--- src/rtl/reqack_mem_port_pkg.sv ---
// Shared definitions for the memory-domain req/ack responder: FSM encoding and
// the default data word returned when a read times out.
package reqack_mem_port_pkg;

  typedef logic [1:0] state_t;

  localparam state_t ST_IDLE    = 2'd0;
  localparam state_t ST_ISSUE   = 2'd1;
  localparam state_t ST_WAIT_RD = 2'd2;
  localparam state_t ST_ACK     = 2'd3;

  localparam logic [31:0] ERR_DATA_DEFAULT = 32'hDEAD_BEEF;

endpackage

--- src/rtl/reqack_mem_port_sync_h.sv ---
// Two-flop synchronizer with asynchronous active-high reset; generic enough to be
// reused for any level or toggle signal crossing into clk_i.
module sync_h #(
  parameter int WIDTH = 1
) (
  input  logic             clk_i,
  input  logic             rst_i,
  input  logic [WIDTH-1:0] d_i,
  output logic [WIDTH-1:0] q_o
);

  logic [WIDTH-1:0] meta_q;
  logic [WIDTH-1:0] sync_q;

  always_ff @(posedge clk_i or posedge rst_i) begin
    if (rst_i) begin
      meta_q <= '0;
      sync_q <= '0;
    end else begin
      meta_q <= d_i;
      sync_q <= meta_q;
    end
  end

  assign q_o = sync_q;

endmodule

--- src/rtl/reqack_mem_port.sv ---
// Memory-side responder of the toggle req/ack bridge: one word access per req flip.
// Optional macro REQACK_TIMEOUT_EN adds a bounded wait and a sticky timeout_err port.
module reqack_mem_port
  import reqack_mem_port_pkg::*;
#(
  parameter int          ADDRWIDTH = 20,
  parameter int          DATAWIDTH = 32,
  parameter int          TIMEOUT   = 255,
  parameter logic [31:0] ERR_DATA  = ERR_DATA_DEFAULT
) (
  input  logic                 clk,
  input  logic                 reset,
  input  logic [ADDRWIDTH-1:0] req_addr,
  input  logic [DATAWIDTH-1:0] wr_data,
  input  logic                 rd_wr_l,
  input  logic                 req,
  output logic [DATAWIDTH-1:0] rd_data,
  output logic                 ack,
  output logic                 mem_valid,
  output logic [ADDRWIDTH-3:0] mem_addr,
  output logic                 mem_we,
  output logic [DATAWIDTH-1:0] mem_wdata,
  input  logic                 mem_ready,
  input  logic                 mem_rvalid,
`ifdef REQACK_TIMEOUT_EN
  output logic                 timeout_err,
`endif
  input  logic [DATAWIDTH-1:0] mem_rdata
);

  logic                 req_s;
  state_t               state_q, state_d;
  logic                 req_old_q, req_old_d;
  logic                 ack_q, ack_d;
  logic                 mem_valid_q, mem_valid_d;
  logic [ADDRWIDTH-3:0] mem_addr_q, mem_addr_d;
  logic                 mem_we_q, mem_we_d;
  logic [DATAWIDTH-1:0] mem_wdata_q, mem_wdata_d;
  logic [DATAWIDTH-1:0] rd_data_q, rd_data_d;
  logic                 accept;

  // Byte-offset bits never reach the word-addressed memory.
  logic unused_addr_bits;
  assign unused_addr_bits = ^req_addr[1:0];

`ifdef REQACK_TIMEOUT_EN
  localparam logic [7:0] TIMEOUT_LIMIT = 8'(TIMEOUT);
  logic [7:0] cnt_q, cnt_d, cnt_inc;
  logic       terr_q, terr_d;
  logic       tmo;
  assign cnt_inc = cnt_q + 8'd1;
  assign tmo     = (cnt_inc == TIMEOUT_LIMIT);
`else
  logic unused_cfg;
  assign unused_cfg = ^{TIMEOUT, ERR_DATA};
`endif

  sync_h #(.WIDTH(1)) u_req_sync (
    .clk_i (clk),
    .rst_i (reset),
    .d_i   (req),
    .q_o   (req_s)
  );

  assign accept = mem_valid_q && mem_ready;

  always_comb begin
    state_d     = state_q;
    req_old_d   = req_old_q;
    ack_d       = ack_q;
    mem_valid_d = mem_valid_q;
    mem_addr_d  = mem_addr_q;
    mem_we_d    = mem_we_q;
    mem_wdata_d = mem_wdata_q;
    rd_data_d   = rd_data_q;
`ifdef REQACK_TIMEOUT_EN
    cnt_d  = cnt_q;
    terr_d = terr_q;
`endif
    case (state_q)
      ST_IDLE: begin
        if (req_s != req_old_q) begin
          mem_addr_d  = req_addr[ADDRWIDTH-1:2];
          mem_wdata_d = wr_data;
          mem_we_d    = !rd_wr_l;
          req_old_d   = req_s;
          mem_valid_d = 1'b1;
          state_d     = ST_ISSUE;
`ifdef REQACK_TIMEOUT_EN
          cnt_d = '0;
`endif
        end
      end
      ST_ISSUE: begin
`ifdef REQACK_TIMEOUT_EN
        cnt_d = cnt_inc;
`endif
        // A write is complete on acceptance; a read is not, so the timeout outranks it.
        if (accept && mem_we_q) begin
          mem_valid_d = 1'b0;
          state_d     = ST_ACK;
        end
`ifdef REQACK_TIMEOUT_EN
        else if (tmo) begin
          mem_valid_d = 1'b0;
          if (!mem_we_q) begin
            rd_data_d = ERR_DATA[DATAWIDTH-1:0];
          end
          terr_d  = 1'b1;
          state_d = ST_ACK;
        end
`endif
        else if (accept) begin
          mem_valid_d = 1'b0;
          state_d     = ST_WAIT_RD;
        end
      end
      ST_WAIT_RD: begin
`ifdef REQACK_TIMEOUT_EN
        cnt_d = cnt_inc;
`endif
        if (mem_rvalid) begin
          rd_data_d = mem_rdata;
          state_d   = ST_ACK;
        end
`ifdef REQACK_TIMEOUT_EN
        else if (tmo) begin
          rd_data_d = ERR_DATA[DATAWIDTH-1:0];
          terr_d    = 1'b1;
          state_d   = ST_ACK;
        end
`endif
      end
      default: begin
        ack_d   = ~ack_q;
        state_d = ST_IDLE;
      end
    endcase
  end

  always_ff @(posedge clk or posedge reset) begin
    if (reset) begin
      state_q     <= ST_IDLE;
      req_old_q   <= 1'b0;
      ack_q       <= 1'b0;
      mem_valid_q <= 1'b0;
      mem_addr_q  <= '0;
      mem_we_q    <= 1'b0;
      mem_wdata_q <= '0;
      rd_data_q   <= '0;
`ifdef REQACK_TIMEOUT_EN
      cnt_q  <= '0;
      terr_q <= 1'b0;
`endif
    end else begin
      state_q     <= state_d;
      req_old_q   <= req_old_d;
      ack_q       <= ack_d;
      mem_valid_q <= mem_valid_d;
      mem_addr_q  <= mem_addr_d;
      mem_we_q    <= mem_we_d;
      mem_wdata_q <= mem_wdata_d;
      rd_data_q   <= rd_data_d;
`ifdef REQACK_TIMEOUT_EN
      cnt_q  <= cnt_d;
      terr_q <= terr_d;
`endif
    end
  end

  assign rd_data   = rd_data_q;
  assign ack       = ack_q;
  assign mem_valid = mem_valid_q;
  assign mem_addr  = mem_addr_q;
  assign mem_we    = mem_we_q;
  assign mem_wdata = mem_wdata_q;
`ifdef REQACK_TIMEOUT_EN
  assign timeout_err = terr_q;
`endif

endmodule

--- config.mk ---
export PLATFORM = sky130hd
export DESIGN_NAME = reqack_mem_port
export DESIGN_NICKNAME = d
export VERILOG_FILES = /design/src/rtl/reqack_mem_port_pkg.sv /design/src/rtl/reqack_mem_port_sync_h.sv /design/src/rtl/reqack_mem_port.sv
export SDC_FILE = /design/constraint.sdc
export NUM_CORES = 1
export LEC_CHECK = 0
export CAP_MARGIN = 0
export CORE_UTILIZATION = 25
export DETAILED_ROUTE_END_ITERATION = 8
export PLACE_DENSITY = 0.52
export SLEW_MARGIN = 30
export SYNTH_ARGS = -nofsm -noshare
export SYNTH_HDL_FRONTEND = slang
export SYNTH_SLANG_ARGS = --single-unit
--- constraint.sdc ---
create_clock -name clk -period 9.89 [get_ports clk]
set_clock_uncertainty 0.15 [all_clocks]
set_input_delay 2.4725 -clock clk [delete_from_list [all_inputs] [get_ports clk]]
set_output_delay 2.4725 -clock clk [all_outputs]
set_load 0.03 [all_outputs]
==> metrics.yaml, run 1 <==
path_class: "reg2out"
grt_pass1_vias: 2435
clk-insertion-delay-late_ns: 0.33
power-per-cell-area_mw_per_mm2: 380.1
startpoint: "mem_we$_DFFE_PP0P_"
place.gp.congestion: 0.7209
synth_area_mm2: 0.003635
wl_met3_um: 603
totalWireLength_um: 7844
syn_avg_cell_area_um2: 17.47
synthCells: 208
die-area_mm2: 0.01502
critPathBufInv: 1
core_mm2: 0.01404
cp.depth: 1
cts_tree: "done"
remaining_drc_errors: 0
port_buffers: 172
overflow: 0
cp_top_family: "buffers and inverters"
final_layout_size_suffix_gt1_share_pct: 25.96
dpl.cell_count: 553
slew_viol_final: 0
cts_made_buffers: 9
grt_antenna_before_repair: 0
reg2reg_from: "state_q[0]$_DFFE_PP0P_"
drtIter0Drc: 62
rsz0062_at_grt: "false"
setup_viol: 0
layout.nets: 478
fin_crit_ns: 4.059
cp_slowest_cell: "clkdlybuf4s50_1"
grtUsageTotal_pct: 10.96
cts_max_path_buffers: 2
synth-simple-area-share_pct: 0.7573
ir_worst_vdd_mv: 0.1305
worstPathRequired_ns: 7.27
clkTransAtPathRegs_ns: 0.06
post-cts-setup-buffers: 0
post_synth_num_cell_types: 16
dr.pass1.iters: 4
r2r_cells: 4
grt_start_max_net_pins: 51
grt_pass1_wl_um: 12320
worstSetupEndpoint: "mem_we"
max_freq_mhz: 246.4
met1_length_um: 3409
hpwl_um: 5481
tightest_slew_ns: 0.7342
wire_per_inst_um: 13.79
place_area_mm2: 0.005527
r2r-end: "mem_wdata[28]$_DFFE_PP0P_"
area_delta_synth_final_pct: 60.00
synth_top_family_by_area: "multiplexers"
r2r_setup_slack_ns: 7.79
pin_count: 175
initial_utilization_pct: 25.88
arrival_ns: 1.44
fin_total_pwr_w: 0.002211
whs_path_depth: 0
hold_viol: 0
synth_compound_area_share_pct: 1.067
worstSetupStartpointType: "register"
synthXorXnorAreaFrac_pct: 0.7229
cap_viol_max_count: 0
stdcell_count: 569
final_cell_mix: "clkdlybuf4s50_1, dfrtp_1, mux2_4, mux2_2, clkbuf_16"
die_h_um: 122.6
crit_fanout: 3
synthAdderAreaFrac_pct: 1.377
root_buffer: "clkbuf_16"
top_layer: "met4"
place_ws_ns: 5.610
slew-limit-headroom_pct: 50.99
ant_nets: 0
crit_chain: "clkdlybuf4s50_1"
yosys_warnings: 0
clock_sinks: 90
htree_levels: 3
syn-num-nets: 302
slowest_delay_ns: 0.71
ctsResizeCount: 0
cts_hold_buf: 0
vias_per_cell: 4.021
fin_crit_sh_pct: 41.04
hp-class: "reg2reg"
ys_ff_latch: 90
synth_seq_area_share_pct: 61.96
cp-end-kind: "output port"
p_leak_nw: 2.569
n_antenna_cell: 0
setup_ws_ns: 5.831
final_area_mm2: 0.005816
wl_met2_um: 3664
status: "finished, final reports clean"
mostFrequentLayoutCell: "clkdlybuf4s50_1"
std_cell_rows: 43
die_width_um: 122.6
vias: 2288
finalSetupTns_ns: 0
synthMuxAreaShare_pct: 31.50
-- layout make-up --
| cell class | instances | area, um2 |
|---|---|---|
| multi-input cells | 104 | 1301 |
| clock inverters | 3 | 40.04 |
| fillers | 1274 | 8227 |
| well taps | 180 | 225.2 |
| repair buffers | 174 | 1737 |
| clock buffers | 13 | 240.2 |
| flip-flops and latches | 90 | 2252 |
| inverters | 5 | 20.02 |
-- sequential cells by signal, indices dropped and copies added (netlist names) --
| name | count |
|---|---|
| req_old_q | 1 |
| mem_addr | 18 |
| ack | 1 |
| state_q | 2 |
| u_req_sync.meta_q | 1 |
| mem_wdata | 32 |
| rd_data | 32 |
| u_req_sync.q_o | 1 |
| mem_we | 1 |
| mem_valid | 1 |
-- layer usage --
metal	up-vias	GRT usage, %
met5	-	0
met4	0	5.945
met3	11	3.717
met2	99	16.89
met1	1099	13.45
li1	1079	-
-- metrics by stage --
stage,utilization [%],hold slack [ns]
after floorplan,-,0.1812
after global placement,39.36,0.1879
after detailed placement,39.36,0.1964
after CTS,41.35,0.2111
after global routing,41.42,0.2177
final,41.42,0.2075
-- report_power, final --
part	internal [W]	leakage (nW)	switching, W
logic	0.000625	1.38	0.000600
clock network	0.000195	0.138	0.000132
registers	0.000558	1.05	0.000101
total	0.00138	2.57	0.000832
-- how the worst min path moves through the flow --
stage / endpoint / slack (ns) / from
3_5_place_dp: u_req_sync.q_o$_DFF_PP0_ / 0.20 / u_req_sync.meta_q$_DFF_PP0_
6_report: u_req_sync.q_o$_DFF_PP0_ / 0.21 / u_req_sync.meta_q$_DFF_PP0_
4_1_cts: u_req_sync.q_o$_DFF_PP0_ / 0.21 / u_req_sync.meta_q$_DFF_PP0_
2_1_floorplan: u_req_sync.q_o$_DFF_PP0_ / 0.18 / u_req_sync.meta_q$_DFF_PP0_
3_3_place_gp: u_req_sync.q_o$_DFF_PP0_ / 0.19 / u_req_sync.meta_q$_DFF_PP0_
5_1_grt: u_req_sync.q_o$_DFF_PP0_ / 0.22 / u_req_sync.meta_q$_DFF_PP0_
-- cell usage after synthesis --
cell type	number	area, um2
ha_1	4	50.05
xnor2_1	1	8.760
nand2_1	3	11.26
a222oi_1	1	10.01
a31oi_1	3	18.77
dfrtp_1	90	2252
nor2_1	1	3.750
buf_6	5	56.30
mux2_4	50	750.7
buf_2	4	20.02
xor2_1	2	17.52
mux2_2	35	394.1
inv_1	5	18.77
nand4_1	1	6.260
a21oi_1	2	10.01
nand2_2	1	6.260
-- kinds of logic (layout without fill, tap and decap cells) --
| group | after synthesis | after routing |
|---|---|---|
| AO/OA/AOI/OAI | 6 | 6 |
| XOR/XNOR | 3 | 3 |
| multiplexers | 85 | 85 |
| adder cells (fa/ha/maj) | 4 | 4 |
| AND/OR/NAND/NOR | 6 | 6 |
| flip-flops | 90 | 90 |
| buffers and inverters | 14 | 195 |
Power figures use the tool's default switching activity.
==> run 2: changes to the inputs <==
Clock period 9.89 ns to 3.8 ns, I/O delays scaled along.
==> run 2 against run 1 <==
Net effect: non-clock buffer count grew 1; flip-flop and latch count is the same; sequential share of layout area shrank 0.15 points; die area is the same; via count grew 1.5%; combinational power grew to 2.6 times the previous value; hold slack lost 0.011 ns; utilization grew 0.16 points; critical path type unchanged; largest cell class unchanged.
==> metrics.yaml, run 2 (same netlist as run 1, synthesis figures left out) <==
status: "finished, final reports clean"
path_class: "reg2out"
ctsResizeCount: 0
mostFrequentLayoutCell: "clkdlybuf4s50_1"
cap_viol_max_count: 0
clk-insertion-delay-late_ns: 0.34
r2r-end: "mem_wdata[9]$_DFFE_PP0P_"
worstPathRequired_ns: 2.70
hold_viol: 0
clock_sinks: 90
cts_tree: "done"
die_width_um: 122.6
cts_max_path_buffers: 2
multiInputGateArea_mm2: 0.001301
crit_chain: "clkdlybuf4s50_1"
place.gp.congestion: 0.6771
layout.nets: 479
critPathBufInv: 1
std_cell_rows: 43
totalWireLength_um: 8043
hold_start: "u_req_sync.meta_q$_DFF_PP0_"
hp-class: "reg2reg"
fin_total_pwr_w: 0.005752
die_h_um: 122.6
p_leak_nw: 2.578
r2r_setup_slack_ns: 1.71
cts_hold_buf: 0
reg2reg_from: "req_old_q$_DFFE_PP0P_"
setup_viol: 0
core_mm2: 0.01404
ant_nets: 0
cp-end-kind: "output port"
grt_pass1_vias: 2364
drtIter0Drc: 102
final_layout_size_suffix_gt1_share_pct: 26.92
cp_slowest_cell: "clkdlybuf4s50_1"
grt_pass1_wl_um: 12180
pin_count: 175
clkTransAtPathRegs_ns: 0.06
fillers: 1283
arrival_ns: 1.45
n_antenna_cell: 0
slew-limit-headroom_pct: 49.10
holdWs_ns: 0.1969
grt_start_max_net_pins: 51
htree_levels: 3
die-area_mm2: 0.01502
power-per-cell-area_mw_per_mm2: 985.3
grt_antenna_before_repair: 0
area_delta_synth_final_pct: 60.62
vias: 2323
cts_made_buffers: 9
post-cts-setup-buffers: 0
hold_end: "u_req_sync.q_o$_DFF_PP0_"
rsz0062_at_grt: "false"
port_buffers: 172
final_cell_mix: "clkdlybuf4s50_1, dfrtp_1, mux2_4, mux2_2, clkbuf_16"
initial_utilization_pct: 25.88
overflow: 0
crit_fanout: 4
hpwl_um: 5681
r2r_cells: 3
fin_crit_sh_pct: 67.06
grtUsageTotal_pct: 10.91
whs_path_depth: 0
slew_viol_final: 0
finalSetupTns_ns: 0
worstSetupStartpointType: "register"
remaining_drc_errors: 0
dr.pass1.iters: 4
ir_worst_vdd_mv: 0.4976
slowest_delay_ns: 0.72
cp_top_family: "buffers and inverters"
vias_per_cell: 4.075
fin_crit_ns: 2.548
root_buffer: "clkbuf_16"
seq_area_mm2: 0.002252
wire_per_inst_um: 14.11
tightest_slew_ns: 0.7625
max_freq_mhz: 392.4
[run 2: metrics by stage]
step	std cells	setup slack, ns	utilization [%]	cell area, um2
floorplan	208	0.3647	-	3635
global placement	554	1.209	39.50	5547
detailed placement	554	1.208	39.50	5547
CTS	570	1.221	41.51	5829
global route	570	1.206	41.58	5838
finish	570	1.252	41.58	5838
[run 2: per-layer routing]
metal,share of wire [%],GRT usage (%),vias to the layer above
li1,-,-,1076
met1,44,13.66,1137
met2,46,16.22,99
met3,7.8,3.625,11
met4,2.1,6.631,0
met5,0,0,-
[run 2: how the worst max path moves through the flow]
stage	cells after the start	end	from	slack (ns)
4_1_cts	1	mem_valid	mem_valid$_DFFE_PP0P_	1.22
6_report	1	mem_valid	mem_valid$_DFFE_PP0P_	1.25
5_1_grt	1	mem_valid	mem_valid$_DFFE_PP0P_	1.21
3_5_place_dp	4	state_q[0]$_DFFE_PP0P_	mem_ready	1.21
3_3_place_gp	4	state_q[0]$_DFFE_PP0P_	mem_ready	1.21
2_1_floorplan	1	ack$_DFFE_PP0N_	reset	0.36
[run 2: cell type report]
type,count,area share [%]
inverters,5,0.3429
well taps,180,3.858
multi-input cells,104,22.29
flip-flops and latches,90,38.58
clock inverters,4,0.4501
clock buffers,12,4.393
repair buffers,175,30.09
[run 2: power breakdown]
part,total [W],internal (W),switching [W],leakage (nW)
registers,0.00172,0.00145,0.000264,1.05
clock network,0.000840,0.000478,0.000362,0.139
logic,0.00320,0.00163,0.00156,1.39
==> run 3: changes to the inputs <==
Settings changed: PLACE_DENSITY 0.52 to 0.54.
Clock period 3.8 ns to 2.15 ns, I/O delays scaled along.
==> run 3 against run 2 <==
Net effect: count of clock-buffer cells in the layout rose by 3; cell area grew 1.8%; final cell count rose by 1.4%; worst setup slack worse by 1.2 ns; hold slack improved by 0.0023 ns; die area is the same; sequential share of layout area shrank 0.67 points; utilization is 0.74 points higher; first-iteration DRC count is 32% lower; critical path depth is the same.
==> metrics.yaml, run 3 (same netlist as run 1, synthesis figures left out) <==
slew-limit-headroom_pct: 68.76
critPathBufInv: 1
ctsResizeCount: 0
hold_end: "u_req_sync.q_o$_DFF_PP0_"
hold_start: "u_req_sync.meta_q$_DFF_PP0_"
status: "finished, final reports clean"
std_cell_rows: 43
fin_crit_sh_pct: 96.46
clock_sinks: 90
crit_fanout: 2
remaining_drc_errors: 0
cts_tree: "done"
post-cts-setup-buffers: 0
place_ws_ns: -0.04508
worstPathRequired_ns: 1.46
cts_max_path_buffers: 2
cp_top_family: "buffers and inverters"
layout.nets: 487
ir_worst_vdd_mv: 0.7805
place.gp.congestion: 0.6802
n_antenna_cell: 0
cp_slowest_cell: "clkdlybuf4s50_1"
pin_count: 175
worstSetupStartpointType: "register"
drtIter0Drc: 69
max_freq_mhz: 482.2
hp-class: "reg2reg"
final_layout_size_suffix_gt1_share_pct: 28.39
fillers: 1280
fin_crit_ns: 2.074
totalWireLength_um: 8383
root_buffer: "clkbuf_16"
cts_hold_buf: 0
slowest_delay_ns: 0.70
grt_antenna_before_repair: 0
grt_pass1_wl_um: 13160
r2r_cells: 4
cts_made_buffers: 9
path_class: "reg2out"
finalSetupTns_ns: 0
hold_viol: 0
cp.depth: 1
grt_pass1_vias: 2571
slew_viol_final: 0
final_cell_mix: "clkdlybuf4s50_1, dfrtp_1, mux2_4, mux2_2, clkbuf_16"
utilization_pct: 42.31
hpwl_um: 5986
cap_viol_max_count: 0
clkTransAtPathRegs_ns: 0.06
grtUsageTotal_pct: 11.69
tightest_slew_ns: 0.4686
holdWs_ns: 0.1992
area_delta_synth_final_pct: 63.48
htree_levels: 3
met3_usage_pct: 3.392
power-per-cell-area_mw_per_mm2: 1742
dr.pass1.iters: 4
p_leak_nw: 2.656
crit_chain: "clkdlybuf4s50_1"
mostFrequentLayoutCell: "clkdlybuf4s50_1"
top_usage_layer: "met2"
wire_per_inst_um: 14.50
setup_viol: 0
final_area_mm2: 0.005942
core_mm2: 0.01404
cp-end-kind: "output port"
rsz0062_at_grt: "false"
r2r-end: "state_q[1]$_DFFE_PP0P_"
reg2reg_from: "state_q[0]$_DFFE_PP0P_"
whs_path_depth: 0
place_area_mm2: 0.005634
clk-insertion-delay-late_ns: 0.33
overflow: 0
setup_ws_ns: 0.07617
grtUsageMet2_pct: 17.73
vias: 2345
die-area_mm2: 0.01502
die_width_um: 122.6
grt_start_max_net_pins: 59
grt.met1_usage_pct: 14.91
vias_per_cell: 4.057
arrival_ns: 1.39
initial_utilization_pct: 25.88
r2r_setup_slack_ns: 0.25
ant_nets: 0
die_h_um: 122.6
port_buffers: 172
[run 3: cell type report]
type                       count  area [um2]  share of cell area [%]
sequential                    90        2252                   37.90
timing repair buffer         183        1847                   31.08
multi-input combinational    104        1292                   21.75
clock buffer                  15       297.8                   5.012
tap                          180       225.2                   3.790
inverter                       5       22.52                  0.3790
clock inverter                 1       5.005                 0.08423
[run 3: worst max-delay path by stage]
| stage | slack [ns] | end | from |
|---|---|---|---|
| 2_1_floorplan | 0.36 | state_q[0]$_DFFE_PP0P_ | state_q[0]$_DFFE_PP0P_ |
| 5_1_grt | 0.007 | mem_wdata[31] | mem_wdata[31]$_DFFE_PP0P_ |
| 3_3_place_gp | 0.04 | state_q[1]$_DFFE_PP0P_ | mem_ready |
| 3_5_place_dp | -0.05 | state_q[1]$_DFFE_PP0P_ | mem_ready |
| 6_report | 0.08 | mem_wdata[6] | mem_wdata[6]$_DFFE_PP0P_ |
| 4_1_cts | 0.01 | mem_valid | mem_valid$_DFFE_PP0P_ |
[run 3: power breakdown]
part / switching (W) / total, W / internal (W)
Clock: 0.000628 / 0.00157 / 0.000941
Sequential: 0.000475 / 0.00304 / 0.00257
Combinational: 0.00277 / 0.00574 / 0.00296
[run 3: stage by stage]
stage / total power, W / std cells
final: 0.01035 / 578
after global placement: 0.008795 / 562
after CTS: 0.01052 / 578
after detailed placement: 0.008859 / 562
after floorplan: 0.006622 / 208
after global routing: 0.01092 / 578
[run 3: per-layer routing]
layer  routed length (um)  vias up
met2                 3948       96
li1                     -     1097
met3                  578       12
met4                  186        0
met1                 3670     1140
met5                    0        -
